==> src/rtl/fp_normalize_round.sv <==
// fp_normalize_round
//   Back end of the FP adder: takes the aligned add/subtract result, normalizes
//   it with one left shift per cycle, rounds to nearest-even and packs an
//   IEEE-754 word.
//
//   Ports
//     clk, reset                  clock (rising edge), async active-high reset
//     in_valid / in_ready         upstream handshake (ready only in IDLE)
//     in_sign, in_exponent        sign, larger biased exponent
//     in_carry                    carry-out of the mantissa add
//     in_mantissa                 [FRAC_W+1] hidden, [FRAC_W:1] fraction, [0] guard
//     in_sticky                   OR of bits shifted out below guard
//     out_valid / out_ready       downstream handshake
//     out_result                  packed {sign, exponent, fraction}
//     out_overflow                result is infinity due to overflow
//     out_zero                    encoded magnitude is zero
//
//   Build option
//     FPNORM_FTZ_EN               flush would-be subnormal results to signed zero

module fp_normalize_round #(
    parameter int unsigned EXP_W  = 8,
    parameter int unsigned FRAC_W = 23
) (
    input  logic                      clk,
    input  logic                      reset,
    input  logic                      in_valid,
    output logic                      in_ready,
    input  logic                      in_sign,
    input  logic [EXP_W-1:0]          in_exponent,
    input  logic                      in_carry,
    input  logic [FRAC_W+1:0]         in_mantissa,
    input  logic                      in_sticky,
    output logic                      out_valid,
    input  logic                      out_ready,
    output logic [EXP_W+FRAC_W:0]     out_result,
    output logic                      out_overflow,
    output logic                      out_zero
);

    localparam int unsigned MW = FRAC_W + 2;
    localparam int unsigned RW = EXP_W + FRAC_W + 1;
    localparam logic [EXP_W-1:0] EXP_MAX = '1;
    localparam logic [EXP_W-1:0] EXP_ONE = EXP_W'(1);

    typedef enum logic [2:0] {
        IDLE,
        PREP,
        NORM,
        ROUND,
        DONE
    } stateT;

    stateT state, stateNext;

    logic              sgnQ;
    logic [EXP_W-1:0]  expQ;
    logic              carryQ;
    logic [MW-1:0]     mantQ;
    logic              stickyQ;
    logic              specialQ;
    logic [RW-1:0]     resultQ;
    logic              overflowQ;
    logic              zeroQ;

    logic              accept;

    // PREP datapath
    logic [MW-1:0]     prepMant;
    logic [EXP_W-1:0]  prepExp;
    logic              prepSticky;
    logic              prepSpecial;
    logic [RW-1:0]     prepResult;
    logic              prepOvf;
    logic              prepZero;
    logic              prepToNorm;

    // NORM datapath
    logic [MW-1:0]     normMant;
    logic [EXP_W-1:0]  normExp;
    logic              normDone;

    // ROUND datapath
    logic              roundUp;
    logic [FRAC_W:0]   fracSum;
    logic              fracCarry;
    logic              hiddenFinal;
    logic [EXP_W-1:0]  roundExp;
    logic [FRAC_W-1:0] roundFrac;
    logic [RW-1:0]     roundResult;
    logic              roundOvf;
    logic              roundZero;

    assign in_ready     = (state == IDLE) && !reset;
    assign accept       = in_valid && in_ready;
    assign out_valid    = (state == DONE);
    assign out_result   = resultQ;
    assign out_overflow = overflowQ;
    assign out_zero     = zeroQ;

    // ------------------------------------------------------------------
    // Datapath combinational logic
    // ------------------------------------------------------------------
    always_comb begin
        prepMant    = mantQ;
        prepExp     = expQ;
        prepSticky  = stickyQ;
        prepSpecial = 1'b0;
        prepResult  = '0;
        prepOvf     = 1'b0;
        prepZero    = 1'b0;

        if (carryQ) begin
            prepMant   = {1'b1, mantQ[MW-1:1]};
            prepSticky = stickyQ | mantQ[0];
            prepExp    = expQ + EXP_ONE;
        end

        if (expQ == EXP_MAX) begin
            prepSpecial = 1'b1;
            prepResult  = {sgnQ, EXP_MAX, {FRAC_W{1'b0}}};
        end else if (carryQ && (prepExp == EXP_MAX)) begin
            prepSpecial = 1'b1;
            prepResult  = {sgnQ, EXP_MAX, {FRAC_W{1'b0}}};
            prepOvf     = 1'b1;
        end else if (!carryQ && (mantQ == '0)) begin
            prepSpecial = 1'b1;
            prepResult  = '0;
            prepZero    = 1'b1;
        end

        prepToNorm = !prepSpecial && !prepMant[MW-1] && (prepExp > EXP_ONE);

        normMant = {mantQ[MW-2:0], 1'b0};
        normExp  = expQ - EXP_ONE;
        normDone = normMant[MW-1] || (normExp == EXP_ONE);

        // A result reaching ROUND with hidden bit clear always has expQ==1,
        // so a carry into the hidden bit yields the smallest normal exponent.
        roundUp     = mantQ[0] & (stickyQ | mantQ[1]);
        fracSum     = {1'b0, mantQ[FRAC_W:1]} + (FRAC_W + 1)'(roundUp);
        fracCarry   = fracSum[FRAC_W];
        hiddenFinal = mantQ[MW-1] | fracCarry;
        roundFrac   = fracCarry ? '0 : fracSum[FRAC_W-1:0];
        if (!hiddenFinal) begin
            roundExp = '0;
        end else if (mantQ[MW-1]) begin
            roundExp = fracCarry ? (expQ + EXP_ONE) : expQ;
        end else begin
            roundExp = EXP_ONE;
        end

        roundOvf    = 1'b0;
        roundResult = {sgnQ, roundExp, roundFrac};
        if (hiddenFinal && (roundExp == EXP_MAX)) begin
            roundOvf    = 1'b1;
            roundResult = {sgnQ, EXP_MAX, {FRAC_W{1'b0}}};
        end
`ifdef FPNORM_FTZ_EN
        if (!mantQ[MW-1]) begin
            roundOvf    = 1'b0;
            roundResult = {sgnQ, {(RW - 1){1'b0}}};
        end
`endif
        roundZero = (roundResult[RW-2:0] == '0);
    end

    // ------------------------------------------------------------------
    // FSM
    // ------------------------------------------------------------------
    always_ff @(posedge clk or posedge reset) begin
        if (reset) begin
            state <= IDLE;
        end else begin
            state <= stateNext;
        end
    end

    // Special cases detected in PREP still pass through ROUND so that every
    // result has the same minimum latency; ROUND leaves them untouched.
    always_comb begin
        stateNext = state;
        case (state)
            IDLE:    if (accept) stateNext = PREP;
            PREP:    stateNext = prepToNorm ? NORM : ROUND;
            NORM:    if (normDone) stateNext = ROUND;
            ROUND:   stateNext = DONE;
            DONE:    if (out_ready) stateNext = IDLE;
            default: stateNext = IDLE;
        endcase
    end

    // ------------------------------------------------------------------
    // Datapath registers
    // ------------------------------------------------------------------
    always_ff @(posedge clk or posedge reset) begin
        if (reset) begin
            sgnQ      <= 1'b0;
            expQ      <= '0;
            carryQ    <= 1'b0;
            mantQ     <= '0;
            stickyQ   <= 1'b0;
            specialQ  <= 1'b0;
            resultQ   <= '0;
            overflowQ <= 1'b0;
            zeroQ     <= 1'b0;
        end else begin
            case (state)
                IDLE: begin
                    if (accept) begin
                        sgnQ     <= in_sign;
                        expQ     <= (in_exponent == '0) ? EXP_ONE : in_exponent;
                        carryQ   <= in_carry;
                        mantQ    <= in_mantissa;
                        stickyQ  <= in_sticky;
                        specialQ <= 1'b0;
                    end
                end
                PREP: begin
                    mantQ    <= prepMant;
                    expQ     <= prepExp;
                    stickyQ  <= prepSticky;
                    specialQ <= prepSpecial;
                    if (prepSpecial) begin
                        resultQ   <= prepResult;
                        overflowQ <= prepOvf;
                        zeroQ     <= prepZero;
                    end
                end
                NORM: begin
                    mantQ <= normMant;
                    expQ  <= normExp;
                end
                ROUND: begin
                    if (!specialQ) begin
                        resultQ   <= roundResult;
                        overflowQ <= roundOvf;
                        zeroQ     <= roundZero;
                    end
                end
                default: ;
            endcase
        end
    end

endmodule

==> config.mk <==
export PLATFORM = sky130hd
export DESIGN_NAME = fp_normalize_round
export DESIGN_NICKNAME = d
export VERILOG_FILES = /design/src/rtl/fp_normalize_round.sv
export SDC_FILE = /design/constraint.sdc
export NUM_CORES = 1
export LEC_CHECK = 0
export CAP_MARGIN = 20
export CORE_MARGIN = 8
export CORE_UTILIZATION = 59
export CTS_CLUSTER_DIAMETER = 150
export CTS_CLUSTER_SIZE = 25
export DETAILED_ROUTE_END_ITERATION = 12
export PLACE_DENSITY_LB_ADDON = 0.05
export SYNTH_ARGS = -nofsm -noshare
export SYNTH_HDL_FRONTEND = slang
export SYNTH_SLANG_ARGS = --single-unit
==> constraint.sdc <==
create_clock -name clk -period 4.2 [get_ports clk]
set_clock_uncertainty 0.05 [all_clocks]
set_input_delay 0.84 -clock clk [delete_from_list [all_inputs] [get_ports clk]]
set_output_delay 0.84 -clock clk [all_outputs]
set_load 0.005 [all_outputs]
==> impl_metrics.py <==
metrics = {
    "cts": {
        "postCtsHoldBufs": 0,
        "cts-root-buf": "clkbuf_8",
        "cts.clk_slew.worst_paths_ps": 80,
        "cts_max_path_buffers": 2,
        "cts.htree.levels": 3,
        "clkLatencyLatePin_ps": 350,
        "post-cts-setup-buffers": 0,
        "cts.sinks": 74,
        "cts_inserted_buffers": 9,
        "cts_repair_resize_count": 0,
        "cts_tree": "done",
    },
    "layout": {
        "ff_latch_area_um2": 1850,
        "nNetsFinal": 656,
        "fillCellCount": 670,
        "final_layout_size_suffix_gt1_share_pct": 6.98,
        "antenna-diode-count": 0,
        "utilization_pct": 71.6,
        "multi_input_area_um2": 2820,
        "syn_to_final_growth_pct": 17.6,
        "finalInstanceArea_um2": 5880,
    },
    "grt": {
        "gr-total-overflow": 0,
        "grt_usage_pct": 24.2,
        "grt_pass1_vias": 4486,
        "grt_max_degree": 50,
        "antenna_found_initial": 0,
        "grt_pass1_wl_um": 22900,
    },
    "drt": {
        "viasPerCell": 6.58,
        "firstDrtPassIters": 5,
        "ant_nets": 0,
        "drc": 0,
        "wire_per_inst_um": 19.2,
        "wirelength_um": 13900,
        "num_vias": 4747,
        "drtIter0Drc": 395,
    },
    "sta": {
        "fin_crit_sh_pct": 71.9,
        "timing.fmax_mhz": 331,
        "period_needed_ps": 3020,
        "maxSlewViolCount": 0,
        "max_slew_margin_pct": 33.9,
        "setup_viol": 0,
        "worst_hold_slack_ps": 444,
        "setup_slack_ps": 1180,
        "fin_tns_setup_ps": 0,
        "rsz0062_at_grt": "false",
        "worstMarginPinSlew_ps": 984,
        "hold_viol": 0,
    },
    "synthesis": {
        "synth_area_per_cell_um2": 8.67,
        "synth-edff-count": 0,
        "netlist_area_um2": 5000,
        "ys.flop_type": "dfrtp_1",
        "ys_warn_count": 0,
        "ys_seq_area_share_pct": 37.0,
        "synth_nets": 621,
        "netlist_instances": 577,
        "async_flop_share_pct": 100,
        "synth_seq_cells": 74,
        "ys_types": 66,
    },
    "critical_path": {
        "worstSetupEndpointType": "flip-flop",
        "crit_required_ps": 4370,
        "crit_chain": "and4_1 > nand4_2 > nor2_1 > a21oi_1 > and4bb_1 > nor3_2 > buf_4 > a32o_1",
        "crit_slowest_cell": "dfrtp_1",
        "cp_max_fo": 20,
        "startpoint_type": "flip-flop",
        "critPathMaxStageDelay_ps": 600,
        "worstPathArrival_ps": 3190,
        "worstSetupPathType": "reg2reg",
    },
    "power_and_ir_drop": {
        "powerDensity_nw_per_um2": 759,
        "max-vdd-ir-drop_mv": 0.840,
        "p_leak_nw": 2.35,
    },
    "die": {
        "die_area_um2": 11700,
        "die_x_um": 108,
        "die_h_um": 108,
        "start_util_pct": 60.9,
        "core_um2": 8220,
        "ios": 76,
        "rows": 33,
    },
    "placement": {
        "place_congestion": 0.950,
        "io_buffers": 75,
        "place_ws_ps": 1250,
        "place_area_um2": 5660,
        "dp_hpwl_um": 10100,
    },
    "hold_path": {
        "hold_class": "reg2reg",
    },
    "flow_run": {
        "maxCapViolCount": 0,
    },
    "outcome": {
        "outcome": "finished clean",
    },
}
synthesized netlist by cell type (7+ instances only):
| library cell | count | area share (%) |
|---|---|---|
| a32o_1 | 11 | 2.2 |
| xor2_1 | 13 | 2.3 |
| clkbuf_1 | 36 | 2.7 |
| o21ai_0 | 43 | 4.3 |
| nand3_1 | 21 | 2.1 |
| nand2_1 | 59 | 4.4 |
| inv_1 | 11 | 0.83 |
| a21oi_1 | 42 | 4.2 |
| o2bb2ai_1 | 7 | 1.2 |
| nand4_1 | 11 | 1.4 |
| a22o_1 | 34 | 6.0 |
| nor3_1 | 14 | 1.4 |
| and3_1 | 10 | 1.3 |
| xnor2_1 | 27 | 4.7 |
| buf_2 | 11 | 1.1 |
| nor2_1 | 30 | 2.3 |
| nor4_1 | 9 | 1.1 |
| dfrtp_1 | 74 | 37 |
| or3_1 | 7 | 0.88 |
per-layer routing:
metal / global-route usage (%) / wire length (µm)
met1: 35.4 / 6250
met2: 35.0 / 6070
met3: 4.52 / 1260
met4: 8.13 / 299
met5: 0 / 0
power by group:
group / internal (mW) / switching, mW / total, mW / leakage, nW
combinational: 1.09 / 1.22 / 2.31 / 1.32
clock: 0.331 / 0.265 / 0.595 / 0.0984
sequential: 1.02 / 0.536 / 1.56 / 0.931
through the flow:
step	total power, mW	cells
2_1_floorplan	3.09	577
3_3_place_gp	3.74	705
3_5_place_dp	3.81	705
6_report	4.47	721
5_1_grt	4.80	721
4_1_cts	4.42	720
worst paths after layout:
path | to | start | depth (start not counted) | slack [ps]
max | out_result[16]$_DFFE_PP0P_ | mantQ[3]$_DFFE_PP0P_ | 8 | 1180
min | out_result[26]$_DFFE_PP0P_ | out_result[26]$_DFFE_PP0P_ | 1 | 440
max reg2reg | out_result[16]$_DFFE_PP0P_ | mantQ[3]$_DFFE_PP0P_ | 8 | 1180
max in group asynchronous | out_result[2]$_DFFE_PP0P_ | reset | 3 | 2480
min reg2reg | out_result[26]$_DFFE_PP0P_ | out_result[26]$_DFFE_PP0P_ | 1 | 440
min in group asynchronous | state[1]$_DFFE_PP0P_ | reset | 2 | 840
sequential cells by signal (all words and copies together) (netlist names):
register      cells
carryQ            1
sgnQ              1
specialQ          1
out_zero          1
stickyQ           1
out_result       32
state             3
expQ              8
out_overflow      1
mantQ            25
critical path, delay by kind of cell (launching register included):
kind            cells  cell delay, ps
flops               1             600
buf+inv             1             200
simple gates        5            1600
compound gates      2             440
placed cells by master, fill, tap and decap left out, types with 7 or more instances in the layout:
master | Yosys | final
nor3_1 | 14 | 13
or3_1 | 7 | 7
xnor2_1 | 27 | 27
buf_4 | 5 | 9
clkdlybuf4s50_1 | 0 | 75
o21ai_0 | 43 | 42
clkbuf_8 | 0 | 9
o2bb2ai_1 | 7 | 7
nand3_1 | 21 | 21
a21oi_1 | 42 | 42
and3_1 | 10 | 10
nand2_1 | 59 | 59
inv_1 | 11 | 10
dfrtp_1 | 74 | 74
a32o_1 | 11 | 11
nor4_1 | 9 | 9
xor2_1 | 13 | 13
a22o_1 | 34 | 34
nand4_1 | 11 | 11
nor2_1 | 30 | 30
kinds of logic after synthesis:
logic type	synth area share (%)
multiplexers	1.90
AND/OR/NAND/NOR	20.4
adder cells (fa/ha/maj)	1.00
XOR/XNOR	7.00
flip-flops	37.0
AO/OA/AOI/OAI	25.8
buffers and inverters	6.83
final cells by class:
class,instances,share of cell area [%]
clock buffer,10,2.17
clock inverter,5,1.36
inverter,11,0.702
multi-input combinational,431,47.9
sequential,74,31.5
tap,105,2.23
timing repair buffer,85,14.2
Power figures use the tool's default switching activity.
